==> src/rtl/range_stat_acc.sv <==
// Streaming per-channel max/min/sum accumulator over a fixed mini-batch.
// Results are held behind a valid/ready handshake while the input is back-pressured.
module range_stat_acc #(
  parameter int DATA_WIDTH = 16,
  parameter int MINI_BATCH = 64,
  parameter int ADDR_WIDTH = $clog2(MINI_BATCH)
) (
  input  logic                  clk,
  input  logic                  rst,
  input  logic                  clear_in,
  input  logic                  data_valid_in,
  input  logic [DATA_WIDTH-1:0] data_in,
  output logic                  data_ready_out,
  output logic                  stat_valid_out,
  input  logic                  stat_ready_in,
  output logic [DATA_WIDTH-1:0] max_out,
  output logic [DATA_WIDTH-1:0] min_out,
  output logic [DATA_WIDTH-1:0] sum_out,
  output logic [ADDR_WIDTH:0]   count_out
);

  localparam int ACC_W = DATA_WIDTH + ADDR_WIDTH;
  localparam logic [ADDR_WIDTH:0] CNT_ZERO = {(ADDR_WIDTH+1){1'b0}};
  localparam logic [ADDR_WIDTH:0] CNT_ONE  = {{ADDR_WIDTH{1'b0}}, 1'b1};
  localparam logic [ADDR_WIDTH:0] LAST_CNT = (ADDR_WIDTH+1)'(MINI_BATCH - 1);
  localparam logic [DATA_WIDTH-1:0] DATA_ZERO = {DATA_WIDTH{1'b0}};
  localparam logic signed [ACC_W-1:0] SAT_HI = {{(ADDR_WIDTH+1){1'b0}}, {(DATA_WIDTH-1){1'b1}}};
  localparam logic signed [ACC_W-1:0] SAT_LO = {{(ADDR_WIDTH+1){1'b1}}, {(DATA_WIDTH-1){1'b0}}};

  typedef enum logic {ST_ACC = 1'b0, ST_HOLD = 1'b1} state_t;

  state_t                        state_r, state_nxt_s;
  logic [ADDR_WIDTH:0]           count_r, count_nxt_s;
  logic signed [DATA_WIDTH-1:0]  max_r, min_r, max_nxt_s, min_nxt_s;
  logic signed [ACC_W-1:0]       acc_r, acc_nxt_s;
  logic signed [DATA_WIDTH-1:0]  x_s;
  logic signed [ACC_W-1:0]       x_ext_s;
  logic                          accept_s;

  // Clamp the wide accumulator into the output range.
  function automatic logic [DATA_WIDTH-1:0] sat_sum(input logic signed [ACC_W-1:0] v);
    logic [DATA_WIDTH-1:0] r;
    if (v > SAT_HI) begin
      r = {1'b0, {(DATA_WIDTH-1){1'b1}}};
    end else if (v < SAT_LO) begin
      r = {1'b1, {(DATA_WIDTH-1){1'b0}}};
    end else begin
      r = v[DATA_WIDTH-1:0];
    end
    return r;
  endfunction

  assign x_s            = data_in;
  assign x_ext_s        = {{ADDR_WIDTH{x_s[DATA_WIDTH-1]}}, x_s};
  assign data_ready_out = (state_r == ST_ACC) && !rst;
  assign accept_s       = data_valid_in && data_ready_out && !clear_in;
  assign count_out      = count_r;

  // Next-state, sample counter and running statistics.
  always_comb begin
    state_nxt_s = state_r;
    count_nxt_s = count_r;
    max_nxt_s   = max_r;
    min_nxt_s   = min_r;
    acc_nxt_s   = acc_r;
    case (state_r)
      ST_ACC: begin
        if (clear_in) begin
          count_nxt_s = CNT_ZERO;
        end else if (accept_s) begin
          count_nxt_s = count_r + CNT_ONE;
          // The first sample seeds all three statistics.
          if (count_r == CNT_ZERO) begin
            max_nxt_s = x_s;
            min_nxt_s = x_s;
            acc_nxt_s = x_ext_s;
          end else begin
            max_nxt_s = (x_s > max_r) ? x_s : max_r;
            min_nxt_s = (x_s < min_r) ? x_s : min_r;
            acc_nxt_s = acc_r + x_ext_s;
          end
          if (count_r == LAST_CNT) begin
            state_nxt_s = ST_HOLD;
          end else begin
            state_nxt_s = ST_ACC;
          end
        end else begin
          count_nxt_s = count_r;
        end
      end
      ST_HOLD: begin
        if (clear_in || stat_ready_in) begin
          state_nxt_s = ST_ACC;
          count_nxt_s = CNT_ZERO;
        end else begin
          state_nxt_s = ST_HOLD;
        end
      end
      default: begin
        state_nxt_s = ST_ACC;
        count_nxt_s = CNT_ZERO;
      end
    endcase
  end

  // State, statistics and registered result outputs.
  always_ff @(posedge clk) begin
    if (rst) begin
      state_r        <= ST_ACC;
      count_r        <= CNT_ZERO;
      max_r          <= DATA_ZERO;
      min_r          <= DATA_ZERO;
      acc_r          <= {ACC_W{1'b0}};
      stat_valid_out <= 1'b0;
      max_out        <= DATA_ZERO;
      min_out        <= DATA_ZERO;
      sum_out        <= DATA_ZERO;
    end else begin
      state_r        <= state_nxt_s;
      count_r        <= count_nxt_s;
      max_r          <= max_nxt_s;
      min_r          <= min_nxt_s;
      acc_r          <= acc_nxt_s;
      stat_valid_out <= (state_nxt_s == ST_HOLD);
      if ((state_r == ST_ACC) && (state_nxt_s == ST_HOLD)) begin
        max_out <= max_nxt_s;
        min_out <= min_nxt_s;
        sum_out <= sat_sum(acc_nxt_s);
      end else if (state_nxt_s == ST_ACC) begin
        max_out <= DATA_ZERO;
        min_out <= DATA_ZERO;
        sum_out <= DATA_ZERO;
      end else begin
        max_out <= max_out;
        min_out <= min_out;
        sum_out <= sum_out;
      end
    end
  end

endmodule

==> config.mk <==
export PLATFORM = sky130hd
export DESIGN_NAME = range_stat_acc
export DESIGN_NICKNAME = d
export VERILOG_FILES = /design/src/rtl/range_stat_acc.sv
export SDC_FILE = /design/constraint.sdc
export NUM_CORES = 1
export LEC_CHECK = 0
export CORE_AREA = 5 5 123 137
export DETAILED_ROUTE_END_ITERATION = 6
export DIE_AREA = 0 0 128 142
export PLACE_DENSITY = 0.74
export SYNTH_ARGS = -nofsm -noshare
export SYNTH_HDL_FRONTEND = slang
export SYNTH_SLANG_ARGS = --single-unit
==> constraint.sdc <==
create_clock -name clk -period 2.8 [get_ports clk]
set_clock_uncertainty 0.2 [all_clocks]
set_input_delay 0.28 -clock clk [delete_from_list [all_inputs] [get_ports clk]]
set_output_delay 0.28 -clock clk [all_outputs]
set_load 0.02 [all_outputs]
# [Yosys cells after proc, flatten, opt, wreduce, memory -nomap -nowiden]
# Index checks and enable logic that the tools add are counted.
# Widths: inputs -> output; s select.
[word_totals] reg_bits=110 input_bits=21 output_inout_bits=57 word_cells=57
[op_classes] add_sub_neg=2 n_lt_le_gt_ge=4 n_eq_ne=4 muxes=29 bitwise_logic=1 reduce_logical=9
[op_table] cell="$mux 16" n=16
[op_table] cell="$mux 22" n=4
[op_table] cell="$add 22x16->22" n=1
[op_table] cell="$gt 22x16->1 const B" n=1
[op_table] cell="$lt 22x16->1 const B" n=1
[op_table] cell="$mux 7" n=3
[op_table] cell="$gt 16x16->1" n=1
[op_table] cell="$lt 16x16->1" n=1
[op_table] cell="$pmux 7 s2" n=1
[op_table] cell="$add 7x1->7 const B" n=1
[op_table] cell="$eq 7x6->1 const B" n=1
[op_table] cell="$logic_not 7->1" n=1
[op_table] cell="$logic_and 1x1->1" n=4
[op_table] cell="$mux 1" n=4
[op_table] cell="$ne 2x1->1 const B" n=2
[op_table] cell="$ne 3x3->1 const B" n=1
[op_table] cell="$logic_not 1->1" n=2
[op_table] cell="$pmux 1 s2" n=1
[op_table] cell="$reduce_and 2->1" n=1
[op_table] cell="$logic_or 1x1->1" n=1
[op_table] cell="$not 1->1" n=1

# [Longest topological paths before layout]
# Gate-level depths: netlist of run 1.
[depth] ltp_word=11 ltp_mapped=13 depth_no_buf=12

# [Worst setup path before layout of run 1]
# Ideal clock, no wire load.
[synth_path] path_kind="flip-flop to flip-flop" startpoint="register acc_r[0]" endpoint="register sum_out[12]" setup_time_ps=80 arrival_time_ps=2750 required_ps=2520 setup_slack_ps=-230 stages_incl_launch_ff=14 path_buffers=1 period_less_slack_ps=3030 cell_sequence="dfxtp_1 -> ha_1 -> inv_1 -> fa_1 -> nand2b_1 -> a21o_1 -> a21o_1 -> o21ai_2 -> a211oi_1 -> a211oi_2 -> o2111ai_1 -> o41a_1 -> buf_2 -> a22oi_1"
[synth_between] elab_chain_cells=9 elab_cells_between_ends=10 classes_between="add/sub: 1; order compare: 2; mux: 7"
[synth_rtl] item="start: declaration" line_no="35" rtl="logic signed [ACC_W-1:0] acc_r, acc_nxt_s;"
[synth_rtl] item="start signal: assignment" line_no="113" rtl="acc_r <= {ACC_W{1'b0}};"
[synth_rtl] item="start signal: assignment" line_no="123" rtl="acc_r <= acc_nxt_s;"
[synth_rtl] item="$add 22x16->22" line_no="80" rtl="acc_nxt_s = acc_r + x_ext_s;"
[synth_rtl] item="$mux 22" line_no="73" rtl="if (count_r == CNT_ZERO) begin"
[synth_rtl] item="$mux 22" line_no="70" rtl="end else if (accept_s) begin"
[synth_rtl] item="$mux 22" line_no="68" rtl="if (clear_in) begin"
[synth_rtl] item="$mux 22 (*)" line_no="66" rtl="case (state_r)"
[synth_rtl] item="$lt 22x16->1" line_no="45" rtl="end else if (v < SAT_LO) begin"
[synth_rtl] item="$mux 16" line_no="45"
[synth_rtl] item="$mux 16 (*)" line_no="43" rtl="if (v > SAT_HI) begin"
[synth_rtl] item="$mux 16 (*)" line_no="125" rtl="if ((state_r == ST_ACC) && (state_nxt_s == ST_HOLD)) begin"
[synth_rtl] item="end signal: assignment" line_no="128" rtl="sum_out <= sat_sum(acc_nxt_s);"
[synth_rtl] item="end signal: assignment" line_no="136" rtl="sum_out <= sum_out;"
[synth_rtl] item="end: declaration" line_no="18" rtl="output logic [DATA_WIDTH-1:0] sum_out,"
# Every way passes the cells marked *; elsewhere a longest branch is shown, timed or not.
# A chain may end at the register's enable or synchronous reset.

# [Final worst setup path of run 1]
[layout_path] startpoint="register acc_r[0]" endpoint="register sum_out[13]"
# The elaborated chain is that of the path after synthesis.

==> out/qor.yml, run 1 <==
routing:
  dr.pass1.iters: 5
  drtAntennaViolNets: 0
  post_drt_wl_per_cell_um: 18.00
  routed_wl_um: 21900
  vias_per_cell: 5.770
  drtIter0Drc: 637
  drc: 0
  via_count: 7022
critical_path:
  reg2reg_depth: 14
  required_ns: 2.85
  crit_family: "compound AO/OA/AOI/OAI gates"
  crit_top_cell: "a21o_1"
  cp_slowest_stage_delay_ns: 0.35
  arrival_ns: 3.13
  crit_type: "register to register"
  slowest_stage: "dfxtp_2"
  crit_buf_inv: 3
  critPathLaunchType: "register"
  worstPathMaxFanout: 15
  crit_chain: "ha_4 -> inv_2 -> fa_2 -> nand2b_4 -> a21o_1 -> a21o_1 -> o21ai_4 -> a21o_1 -> a211oi_2 -> buf_4 -> a2111oi_2 -> a31o_2 -> buf_12 -> o211ai_1"
  endpoint_kind: "register"
  r2r_setup_slack_ns: -0.28
  rr_startpoint: "acc_r[0]"
  timing.rr.end: "sum_out[13]"
synth:
  ys_seq_area_frac: 0.3267
  synth.area.top_cells: "dfxtp_1 (33%), ha_1 (10%), nand2_1 (5.2%)"
  ys_ff_latch: 110
  synthesis.area_um2: 6741
  yosysWarnings: 0
  synth_flop_cell: "dfxtp_1"
  synth-edff-count: 0
  async_flop_share: 0
  synth.most_common_cell: "dfxtp_1"
  yosys.area.top_type_share: 0.3267
  synthesis.nets: 916
  netlist_instances: 840
  synth_largest_area_cell: "dfxtp_1"
  syn_area_per_cell_um2: 8.026
  synth_common_cells: "dfxtp_1 (110), nand2_1 (93), nor2_1 (76), a21oi_1 (68), ha_1 (54)"
  synth_cell_types: 65
finish:
  multi_input_area_um2: 4275
  seq_area_um2: 2217
  final_area_um2: 9241
  post-route-util: 0.6011
  syn_to_final_growth_pct: 37.08
  num_antenna_cells: 0
  instances_no_fill: 1217
  nets: 1088
  fillers: 1383
  drive_gt1_frac: 0.1957
power_and_ir_drop:
  power_frac_clock: 0.382
  p_sw_w: 0.001044
  internal_power_w: 0.002751
  switching_share: 0.2751
  power_density_nw_per_um2: 410.6
  comb_power_share: 0.192
  seqPwrFrac: 0.427
  power_leakage_nw: 3.761
  peakVddDrop_mv: 0.2853
placed_design:
  port_buffers: 77
  dp_cells: 1185
  place_congestion: 0.9340
  placed_cell_area_um2: 8596
  dp_hpwl_um: 15480
grt:
  grt_max_degree: 59
  gr-total-overflow: 0
  grt_usage: 0.2412
  grt_pass1_wl_um: 35160
  antenna_found_initial: 0
  grt_pass1_vias: 6818
clock_tree:
  clockBufferDepth: 2
  h-tree-depth: 3
  hold_buffers: 0
  cts_root_buffer: "clkbuf_16"
  path_clk_slew_ns: 0.08
  numCtsBuffers: 9
  clock-sinks: 110
  clk_latency_ns: 0.37
  cts_tree: "yes"
die:
  fp.coreArea_um2: 15370
  ios: 78
  die-area_um2: 18180
  die_w_um: 128
  die_y_um: 142
  initial_core_util: 0.4385
  num_rows: 48
hold_path:
  holdPathEnd: "max_r[2]"
  min_path_cells: 4
  holdCritStartpoint: "data_in[2]"
  hold_path.class: "input port to register"
timing:
  tightest_slew_ns: 0.6958
  fin_ws_ns: -0.2790
  slew_headroom: 0.5361
  finalMaxSlewViolations: 0
  fin_crit_sh: 1.100
  rsz0062_at_grt: "true"
  max_freq_mhz: 324.8
  final_hold_viol_count: 0
  period_minus_slack_ns: 3.079
  setup_viol: 17
status:
  outcome: "finished with violations"
  violations: "setup timing"
job:
  maxCapViolCount: 0
worst max path at each step:
stage          slack [ns]  cells after the start          end  startpoint
3_5_place_dp        -0.81                     14   sum_out[8]  data_in[0]
5_1_grt             -0.42                     13   sum_out[1]    acc_r[0]
3_3_place_gp        -0.70                     14  sum_out[13]  data_in[0]
2_1_floorplan       -0.13                     13  sum_out[12]    acc_r[0]
4_1_cts             -0.28                     13   sum_out[1]    acc_r[0]
6_report            -0.28                     14  sum_out[13]    acc_r[0]
cells in the final DEF, fill, tap and decap left out, drive strengths merged, types with 3 or more instances in the layout:
master           n
nor2            76
nand3           52
nand2           93
dlymetal6s2s     4
nand3b           3
inv             44
o21a            13
or3              4
o31ai            3
o211ai          25
a31oi            3
a22oi           15
a21oi           68
nand2b           8
and2             7
a21boi           3
a32oi            9
clkbuf          12
xor2            11
nor2b            8
clkdlybuf4s50   66
xnor2            7
mux2i           30
o311ai           9
o21ai           42
nand4            8
nor4             4
ha              54
and3             6
a211oi          10
a21o            18
nor3             9
buf            138
a211o           12
dlygate4sd2      5
dfxtp          110
state kept, by name, indices dropped and copies added, names as in the netlist:
name and count:
min_out 16, min_r 16, max_out 16, max_r 16, acc_r 22, sum_out 16, count_out 7, state_r 1
logic make-up after synthesis:
logic type | count (synthesis) | share of synthesized area
and+or+nand+nor | 287 | 0.1965
AOI/OAI and AO/OA | 244 | 0.2463
adders and majority gates | 55 | 0.1032
DFF | 110 | 0.3267
buffers and inverters | 96 | 0.05939
muxes | 30 | 0.04454
xor gates and xnor gates | 18 | 0.02339
layout make-up:
| class | instances | share of cell area |
|---|---|---|
| inverters | 42 | 0.01733 |
| clock buffers | 10 | 0.02586 |
| repair buffers | 215 | 0.2172 |
| flip-flops and latches | 110 | 0.2399 |
| multi-input cells | 634 | 0.4626 |
| well taps | 200 | 0.02708 |
| clock inverters | 6 | 0.01002 |
stage by stage:
| stage | hold WS (ns) | TNS (ns) | total power [W] | setup WS [ns] |
|---|---|---|---|---|
| after floorplan | 0.2239 | -1.480 | 0.002021 | -0.1276 |
| after global placement | 0.2420 | -38.92 | 0.002312 | -0.7042 |
| after detailed placement | 0.2519 | -44.00 | 0.002324 | -0.8104 |
| after CTS | 0.2696 | -3.978 | 0.003791 | -0.2804 |
| after global routing | 0.2090 | -6.750 | 0.003959 | -0.4185 |
| final | 0.1970 | -3.934 | 0.003795 | -0.2790 |
timing repair:
item,CTS,global route
endpoints found under the setup margin,67,74
buffers inserted,11,3
resized for setup,22,31
pin swaps,7,12
gates cloned,2,2
worst min-delay path, delay by kind of cell:
kind	cells	cell delay (ns)
buffers and inverters	2	0.32
AND/OR/NAND/NOR	1	0.07
AO/OA/AOI/OAI	1	0.05
per-layer routing:
| metal | part of all wire | wire length (µm) | global-route usage | up-vias |
|---|---|---|---|---|
| met5 | 0 | 0 | 0 | - |
| met4 | 0.044 | 974 | 0.1073 | 0 |
| met3 | 0.060 | 1317 | 0.03604 | 58 |
| met2 | 0.50 | 10960 | 0.4316 | 257 |
| met1 | 0.39 | 8650 | 0.2844 | 3339 |
| li1 | - | - | - | 3368 |
power by group through the flow:
stage	Clock [W]	Combinational [W]	Sequential [W]
2_1_floorplan	0	0.000374	0.00165
3_3_place_gp	0	0.000659	0.00165
3_5_place_dp	0	0.000669	0.00165
4_1_cts	0.00147	0.000701	0.00162
5_1_grt	0.00154	0.000795	0.00162
6_report	0.00145	0.000727	0.00162
No activity file was read; power rests on OpenSTA's default activity.
==> run 2, diff against run 1 <==
--- a/config.mk
+++ b/config.mk
@@ -5,10 +5,12 @@
 export SDC_FILE = /design/constraint.sdc
 export NUM_CORES = 1
 export LEC_CHECK = 0
+export CAP_MARGIN = 30
 export CORE_AREA = 5 5 123 137
+export CTS_BUF_LIST = sky130_fd_sc_hd__clkbuf_4 sky130_fd_sc_hd__clkbuf_8
 export DETAILED_ROUTE_END_ITERATION = 6
 export DIE_AREA = 0 0 128 142
-export PLACE_DENSITY = 0.74
+export PLACE_DENSITY = 0.71
 export SYNTH_ARGS = -nofsm -noshare
 export SYNTH_HDL_FRONTEND = slang
 export SYNTH_SLANG_ARGS = --single-unit
==> constraint.sdc (replaced) <==
create_clock -name clk -period 3.3 [get_ports clk]
set_clock_uncertainty 0.2 [all_clocks]
set_input_delay 0.33 -clock clk [delete_from_list [all_inputs] [get_ports clk]]
set_output_delay 0.33 -clock clk [all_outputs]
set_load 0.02 [all_outputs]
==> out/qor.yml, run 2 (synthesized netlist as in run 1, its figures left out) <==
status:
  outcome: "finished with violations"  # unchanged
  violations: "setup timing"  # unchanged
critical_path:
  r2r_setup_slack_ns: 0.03  # was -0.28 ns
  reg2reg_depth: 14  # unchanged
  crit_type: "input port to register"  # was register to register
  endpoint_kind: "register"  # unchanged
  arrival_ns: 3.43  # was 3.13 ns
  crit_buf_inv: 4  # was 3
  rr_startpoint: "acc_r[0]"  # unchanged
  crit_chain: "clkdlybuf4s50_1 -> ha_1 -> buf_4 -> and3_1 -> nand2_1 -> o21ai_2 -> buf_4 -> a21o_1 -> a211oi_2 -> o2111ai_1 -> o41a_1 -> buf_6 -> a22oi_2"  # was ha_4 -> inv_2 -> fa_2 -> nand2b_4 -> a21o_1 -> a21o_1 -> o21ai_4 -> a21o_1 -> a211oi_2 -> buf_4 -> a2111oi_2 -> a31o_2 -> buf_12 -> o211ai_1
  crit_family: "compound AO/OA/AOI/OAI gates"  # unchanged
  critPathLaunchType: "input port"  # was register
  crit_path_end: "sum_out[11]"  # was sum_out[13]
  slowest_stage: "o41a_1"  # was dfxtp_2
  worstPathMaxFanout: 8  # was 15
  critical_path_depth: 13  # was 14
  cp_slowest_stage_delay_ns: 0.50  # was 0.35 ns
  crit_top_cell: "buf_4"  # was a21o_1
  timing.rr.end: "sum_out[11]"  # was sum_out[13]
  crit_path_start: "data_in[9]"  # was acc_r[0]
  required_ns: 3.42  # was 2.85 ns
routing:
  post_drt_wl_per_cell_um: 17.79  # was 18.00 µm
  routed_wl_um: 20970  # was 21900 µm
  vias_per_cell: 5.693  # was 5.770
  drtIter0Drc: 511  # was 637
  drtAntennaViolNets: 0  # unchanged
  dr.pass1.iters: 5  # unchanged
  via_count: 6712  # was 7022
  drc: 0  # unchanged
finish:
  final_common_cell: "dfxtp_1"  # was buf_4
  largest_reg_flops: 22  # unchanged
  post-route-util: 0.5722  # was 0.6011
  layout_common_cells: "dfxtp_1 (108), nand2_1 (93), buf_4 (90), nor2_1 (76), clkdlybuf4s50_1 (73)"  # was buf_4 (115), dfxtp_1 (102), nand2_1 (93), nor2_1 (76), a21oi_1 (67)
  syn_to_final_growth_pct: 30.49  # was 37.08%
  nets: 1050  # was 1088
  regMostFlops: "acc_r"  # unchanged
  fillers: 1449  # was 1383
  drive_gt1_frac: 0.1675  # was 0.1957
  num_antenna_cells: 0  # unchanged
  seq_area_um2: 2205  # was 2217 µm²
  multi_input_area_um2: 4352  # was 4275 µm²
timing:
  finalMaxSlewViolations: 0  # unchanged
  period_minus_slack_ns: 3.308
  rsz0062_at_grt: "true"  # unchanged
  max_freq_mhz: 302.3
  fin_crit_sh: 1.002
  setup_viol: 1  # was 17
  final_hold_viol_count: 0  # unchanged
  fin_ws_ns: -0.007602  # was -0.2790 ns
  fin_hold_ws_ns: 0.2492  # was 0.1970 ns
  tightest_slew_ns: 0.6201  # was 0.6958 ns
  slew_headroom: 0.5822  # was 0.5361
placed_design:
  port_buffers: 77  # unchanged
  place_congestion: 0.9743  # was 0.9340
  post-place-ws_ns: -0.4647  # was -0.8104 ns
  dp_hpwl_um: 15760  # was 15480 µm
die:
  die_y_um: 142  # unchanged
  ios: 78  # unchanged
  initial_core_util: 0.4385  # unchanged
  fp.coreArea_um2: 15370  # unchanged
  die-area_um2: 18180  # unchanged
  num_rows: 48  # unchanged
  die_w_um: 128  # unchanged
power_and_ir_drop:
  power_leakage_nw: 3.453  # was 3.761 nW
  comb_power_share: 0.204  # was 0.192
  internal_power_w: 0.001997  # was 0.002751 W
  p_sw_w: 0.0008156  # was 0.001044 W
  power_w: 0.002813  # was 0.003795 W
  peakVddDrop_mv: 0.2230  # was 0.2853 mV
  seqPwrFrac: 0.489  # was 0.427
  power_frac_clock: 0.307  # was 0.382
  power_density_nw_per_um2: 319.8  # was 410.6 nW/µm²
  switching_share: 0.2899  # was 0.2751
grt:
  gr-total-overflow: 0  # unchanged
  grt_pass1_wl_um: 33890  # was 35160 µm
  antenna_found_initial: 0  # unchanged
  grt_max_degree: 56  # was 59
  grt_pass1_vias: 6489  # was 6818
  grt_usage: 0.2319  # was 0.2412
clock_tree:
  h-tree-depth: 3  # unchanged
  cts_root_buffer: "clkbuf_8"  # was clkbuf_16
  clockBufferDepth: 2  # unchanged
  clock-sinks: 110  # unchanged
  clk_latency_ns: 0.39  # was 0.37 ns
  numCtsBuffers: 9  # unchanged
  cts_tree: "yes"  # unchanged
  path_clk_slew_ns: 0.10  # was 0.08 ns
hold_path:
  hold_path.class: "input port to register"  # unchanged
  min_path_cells: 4  # unchanged
job:
  maxCapViolCount: 0  # unchanged
run 2: how the worst min path moves through the flow:
stage,slack [ns],to,startpoint
after floorplan,0.25,acc_r[6],acc_r[6]
after global placement,0.24,sum_out[15],sum_out[15]
after detailed placement,0.26,sum_out[15],sum_out[15]
after CTS,0.27,min_r[9],rst
after global routing,0.26,max_r[0],data_in[0]
final,0.25,max_r[0],data_in[0]
run 2: metal layers:
metal	wire [µm]	track usage	vias to the layer above
met2	10470	0.4098	197
met5	0	0	-
met3	872	0.03604	48
met1	8877	0.2837	3170
li1	-	-	3297
met4	746	0.08715	0
run 2: cell type report:
class	instances	area share
multi-input cells	634	0.4947
flip-flops and latches	110	0.2506
repair buffers	177	0.1855
well taps	200	0.02845
inverters	42	0.01792
clock buffers	11	0.01650
clock inverters	5	0.006400
run 2: worst register-to-register path, cell delays in order, from the launching register on:
cell,delay [ns]
dfxtp_2,0.37
ha_4,0.14
inv_2,0.04
fa_2,0.36
nand2b_4,0.15
a21o_1,0.18
a21o_1,0.22
o21ai_2,0.19
buf_4,0.15
nand3_2,0.07
o311ai_2,0.10
o2111ai_1,0.16
o41a_1,0.50
buf_6,0.18
a22oi_2,0.17
run 2: stage by stage:
stage,instance area (µm²),setup TNS (ns),instances
finish,8797,-0.007602,1179
global route,8797,-1.221,1179
CTS,8587,0,1178
detailed placement,8344,-11.68,1159
global placement,8344,-8.953,1159
floorplan,6741,0,840
run 2: power groups by stage:
stage                     registers, W  clock network (W)  logic (W)
after floorplan                0.00140                  0   0.000315
after global placement         0.00140                  0   0.000540
after detailed placement       0.00140                  0   0.000547
after CTS                      0.00137           0.000875   0.000553
after global routing           0.00138           0.000944   0.000631
final                          0.00138           0.000863   0.000574
run 2: timing repair:
| action | CTS | global route |
|---|---|---|
| hold buffers | 0 | 0 |
| setup endpoints to repair | 15 | 15 |
| gates cloned | 0 | 1 |
| pin swaps | 3 | 11 |
| buffers inserted | 3 | 0 |
| gates resized for setup | 2 | 38 |
==> run 3, diff against run 2 <==
--- a/config.mk
+++ b/config.mk
@@ -6,10 +6,10 @@
 export NUM_CORES = 1
 export LEC_CHECK = 0
 export CAP_MARGIN = 30
-export CORE_AREA = 5 5 123 137
+export CORE_AREA = 5 5 129 131
 export CTS_BUF_LIST = sky130_fd_sc_hd__clkbuf_4 sky130_fd_sc_hd__clkbuf_8
 export DETAILED_ROUTE_END_ITERATION = 6
-export DIE_AREA = 0 0 128 142
+export DIE_AREA = 0 0 134 136
 export PLACE_DENSITY = 0.71
 export SYNTH_ARGS = -nofsm -noshare
 export SYNTH_HDL_FRONTEND = slang
==> out/qor.yml, run 3 (synthesized netlist as in run 1, its figures left out) <==
critical_path:
  timing.rr.end: "sum_out[11]"  # unchanged
  arrival_ns: 3.28  # was 3.43 ns
  critPathLaunchType: "input port"  # unchanged
  r2r_setup_slack_ns: 0.19  # was 0.03 ns
  rr_startpoint: "acc_r[0]"  # unchanged
  endpoint_kind: "register"  # unchanged
  worstPathMaxFanout: 15  # was 8
  required_ns: 3.42  # about the same
  reg2reg_depth: 13  # was 14
  crit_type: "input port to register"  # unchanged
placed_design:
  place_congestion: 0.9400  # was 0.9743
  port_buffers: 77  # unchanged
  dp_cells: 1150  # was 1159
  dp_hpwl_um: 15520  # was 15760 µm
timing:
  tns_ns: 0  # was -0.007602 ns
  rsz0062_at_grt: "false"  # was true
  max_freq_mhz: 316.7  # was 302.3 MHz
  fin_hold_ws_ns: 0.2776  # was 0.2492 ns
  period_minus_slack_ns: 3.157  # was 3.308 ns
  tightest_slew_ns: 0.6914  # was 0.6201 ns
  final_hold_viol_count: 0  # unchanged
  fin_crit_sh: 0.9568  # was 1.002
  setup_viol: 0  # was 1
  slew_headroom: 0.5391  # was 0.5822
  finalMaxSlewViolations: 0  # unchanged
finish:
  layout_common_cells: "dfxtp_1 (109), nand2_1 (93), buf_4 (89), nor2_1 (76), clkdlybuf4s50_1 (75)"  # was dfxtp_1 (108), nand2_1 (93), buf_4 (90), nor2_1 (76), clkdlybuf4s50_1 (73)
  largest_reg_flops: 22  # unchanged
  fillers: 1435  # was 1449
  final_common_cell: "dfxtp_1"  # unchanged
  num_antenna_cells: 0  # unchanged
  nets: 1046  # was 1050
  instances_no_fill: 1167  # was 1179
  regMostFlops: "acc_r"  # unchanged
  syn_to_final_growth_pct: 27.52  # was 30.49%
  drive_gt1_frac: 0.1436  # was 0.1675
clock_tree:
  clock-sinks: 110  # unchanged
  h-tree-depth: 3  # unchanged
  cts_tree: "yes"  # unchanged
  clk_latency_ns: 0.41  # was 0.39 ns
  clockBufferDepth: 2  # unchanged
  cts_root_buffer: "clkbuf_8"  # unchanged
  numCtsBuffers: 9  # unchanged
  hold_buffers: 0  # unchanged
  path_clk_slew_ns: 0.12  # was 0.10 ns
routing:
  post_drt_wl_per_cell_um: 17.65  # was 17.79 µm
  routed_wl_um: 20600  # was 20970 µm
  via_count: 6727  # was 6712
  vias_per_cell: 5.764  # was 5.693
  dr.pass1.iters: 5  # unchanged
  drtAntennaViolNets: 0  # unchanged
  drtIter0Drc: 551  # was 511
  drc: 0  # unchanged
hold_path:
  hold_path.class: "register to register"  # was input port to register
  min_path_cells: 1  # was 4
  holdCritStartpoint: "min_out[11]"  # was data_in[0]
  holdPathEnd: "min_out[11]"  # was max_r[0]
grt:
  antenna_found_initial: 0  # unchanged
  grt_pass1_wl_um: 32880  # was 33890 µm
  grt_pass1_vias: 6193  # was 6489
  gr-total-overflow: 0  # unchanged
  grt_max_degree: 59  # was 56
  grt_usage: 0.2263  # was 0.2319
die:
  num_rows: 46  # was 48
  ios: 78  # unchanged
  die_y_um: 136  # was 142 µm
  die_w_um: 134  # was 128 µm
  initial_core_util: 0.4354  # was 0.4385
  die-area_um2: 18220  # was 18180 µm²
  fp.coreArea_um2: 15480  # was 15370 µm²
power_and_ir_drop:
  power_leakage_nw: 3.395  # was 3.453 nW
  peakVddDrop_mv: 0.1779  # was 0.2230 mV
  power_density_nw_per_um2: 329.1  # was 319.8 nW/µm²
job:
  maxCapViolCount: 0  # unchanged
status:
  outcome: "finished, final reports clean"  # was finished with violations
[run 3: how the worst max path moves through the flow]
| stage | cells past startpoint | from | slack [ns] | endpoint |
|---|---|---|---|---|
| 2_1_floorplan | 13 | data_in[0] | 0.26 | sum_out[12] |
| 3_3_place_gp | 14 | data_in[0] | -0.37 | sum_out[4] |
| 3_5_place_dp | 14 | data_in[0] | -0.45 | sum_out[11] |
| 4_1_cts | 13 | data_in[1] | 0.03 | sum_out[2] |
| 5_1_grt | 12 | count_out[0] | 0.04 | sum_out[13] |
| 6_report | 13 | data_in[1] | 0.14 | sum_out[11] |
[run 3: worst max-delay path: stages]
cell	delay (ns)
clkdlybuf4s50_1	0.47
buf_4	0.20
ha_1	0.29
a21o_1	0.20
nand4_1	0.11
a21o_1	0.12
nand3_1	0.23
a21oi_1	0.24
xor2_1	0.10
o21a_1	0.21
o41a_1	0.42
buf_6	0.17
a22oi_1	0.17
[run 3: layer usage]
layer / part of all wire / GRT usage / wire length, µm / vias up
met5: 0 / 0 / 0 / -
met4: 0.021 / 0.06800 / 438 / 0
met3: 0.062 / 0.04848 / 1282 / 37
met2: 0.44 / 0.3495 / 9009 / 216
met1: 0.48 / 0.3179 / 9870 / 3180
li1: - / - / - / 3294
[run 3: what timing repair did]
| action | in CTS | in global routing |
|---|---|---|
| gates cloned | 0 | 0 |
| endpoints found under the setup margin | 15 | 15 |
| resized for setup | 1 | 15 |
| setup buffers | 1 | 0 |
| pin swaps | 2 | 4 |
[run 3: per-stage QoR]
stage | cell area, µm² | utilization | worst slack [ns] | power, W
CTS | 8531 | 0.5510 | 0.03478 | 0.002838
global placement | 8314 | 0.5370 | -0.3665 | 0.001944
detailed placement | 8314 | 0.5370 | -0.4501 | 0.001951
global route | 8597 | 0.5553 | 0.04465 | 0.002958
floorplan | 6741 | - | 0.2564 | 0.001713
finish | 8597 | 0.5553 | 0.1427 | 0.002829
[run 3: cell type report]
type                            count  area, µm²  share of cell area
Clock buffer                        9      123.9             0.01441
Multi-Input combinational cell    634       4222              0.4910
Tap cell                          192      240.2             0.02794
Sequential cell                   110       2203              0.2563
Clock inverter                      7      86.33             0.01004
Inverter                           42      157.7             0.01834
Timing Repair Buffer              173       1564              0.1819
[run 3: report_power, final]
group	switching, W	internal (W)
combinational	0.000313	0.000251
clock	0.000523	0.000369
sequential	0.0000192	0.00135
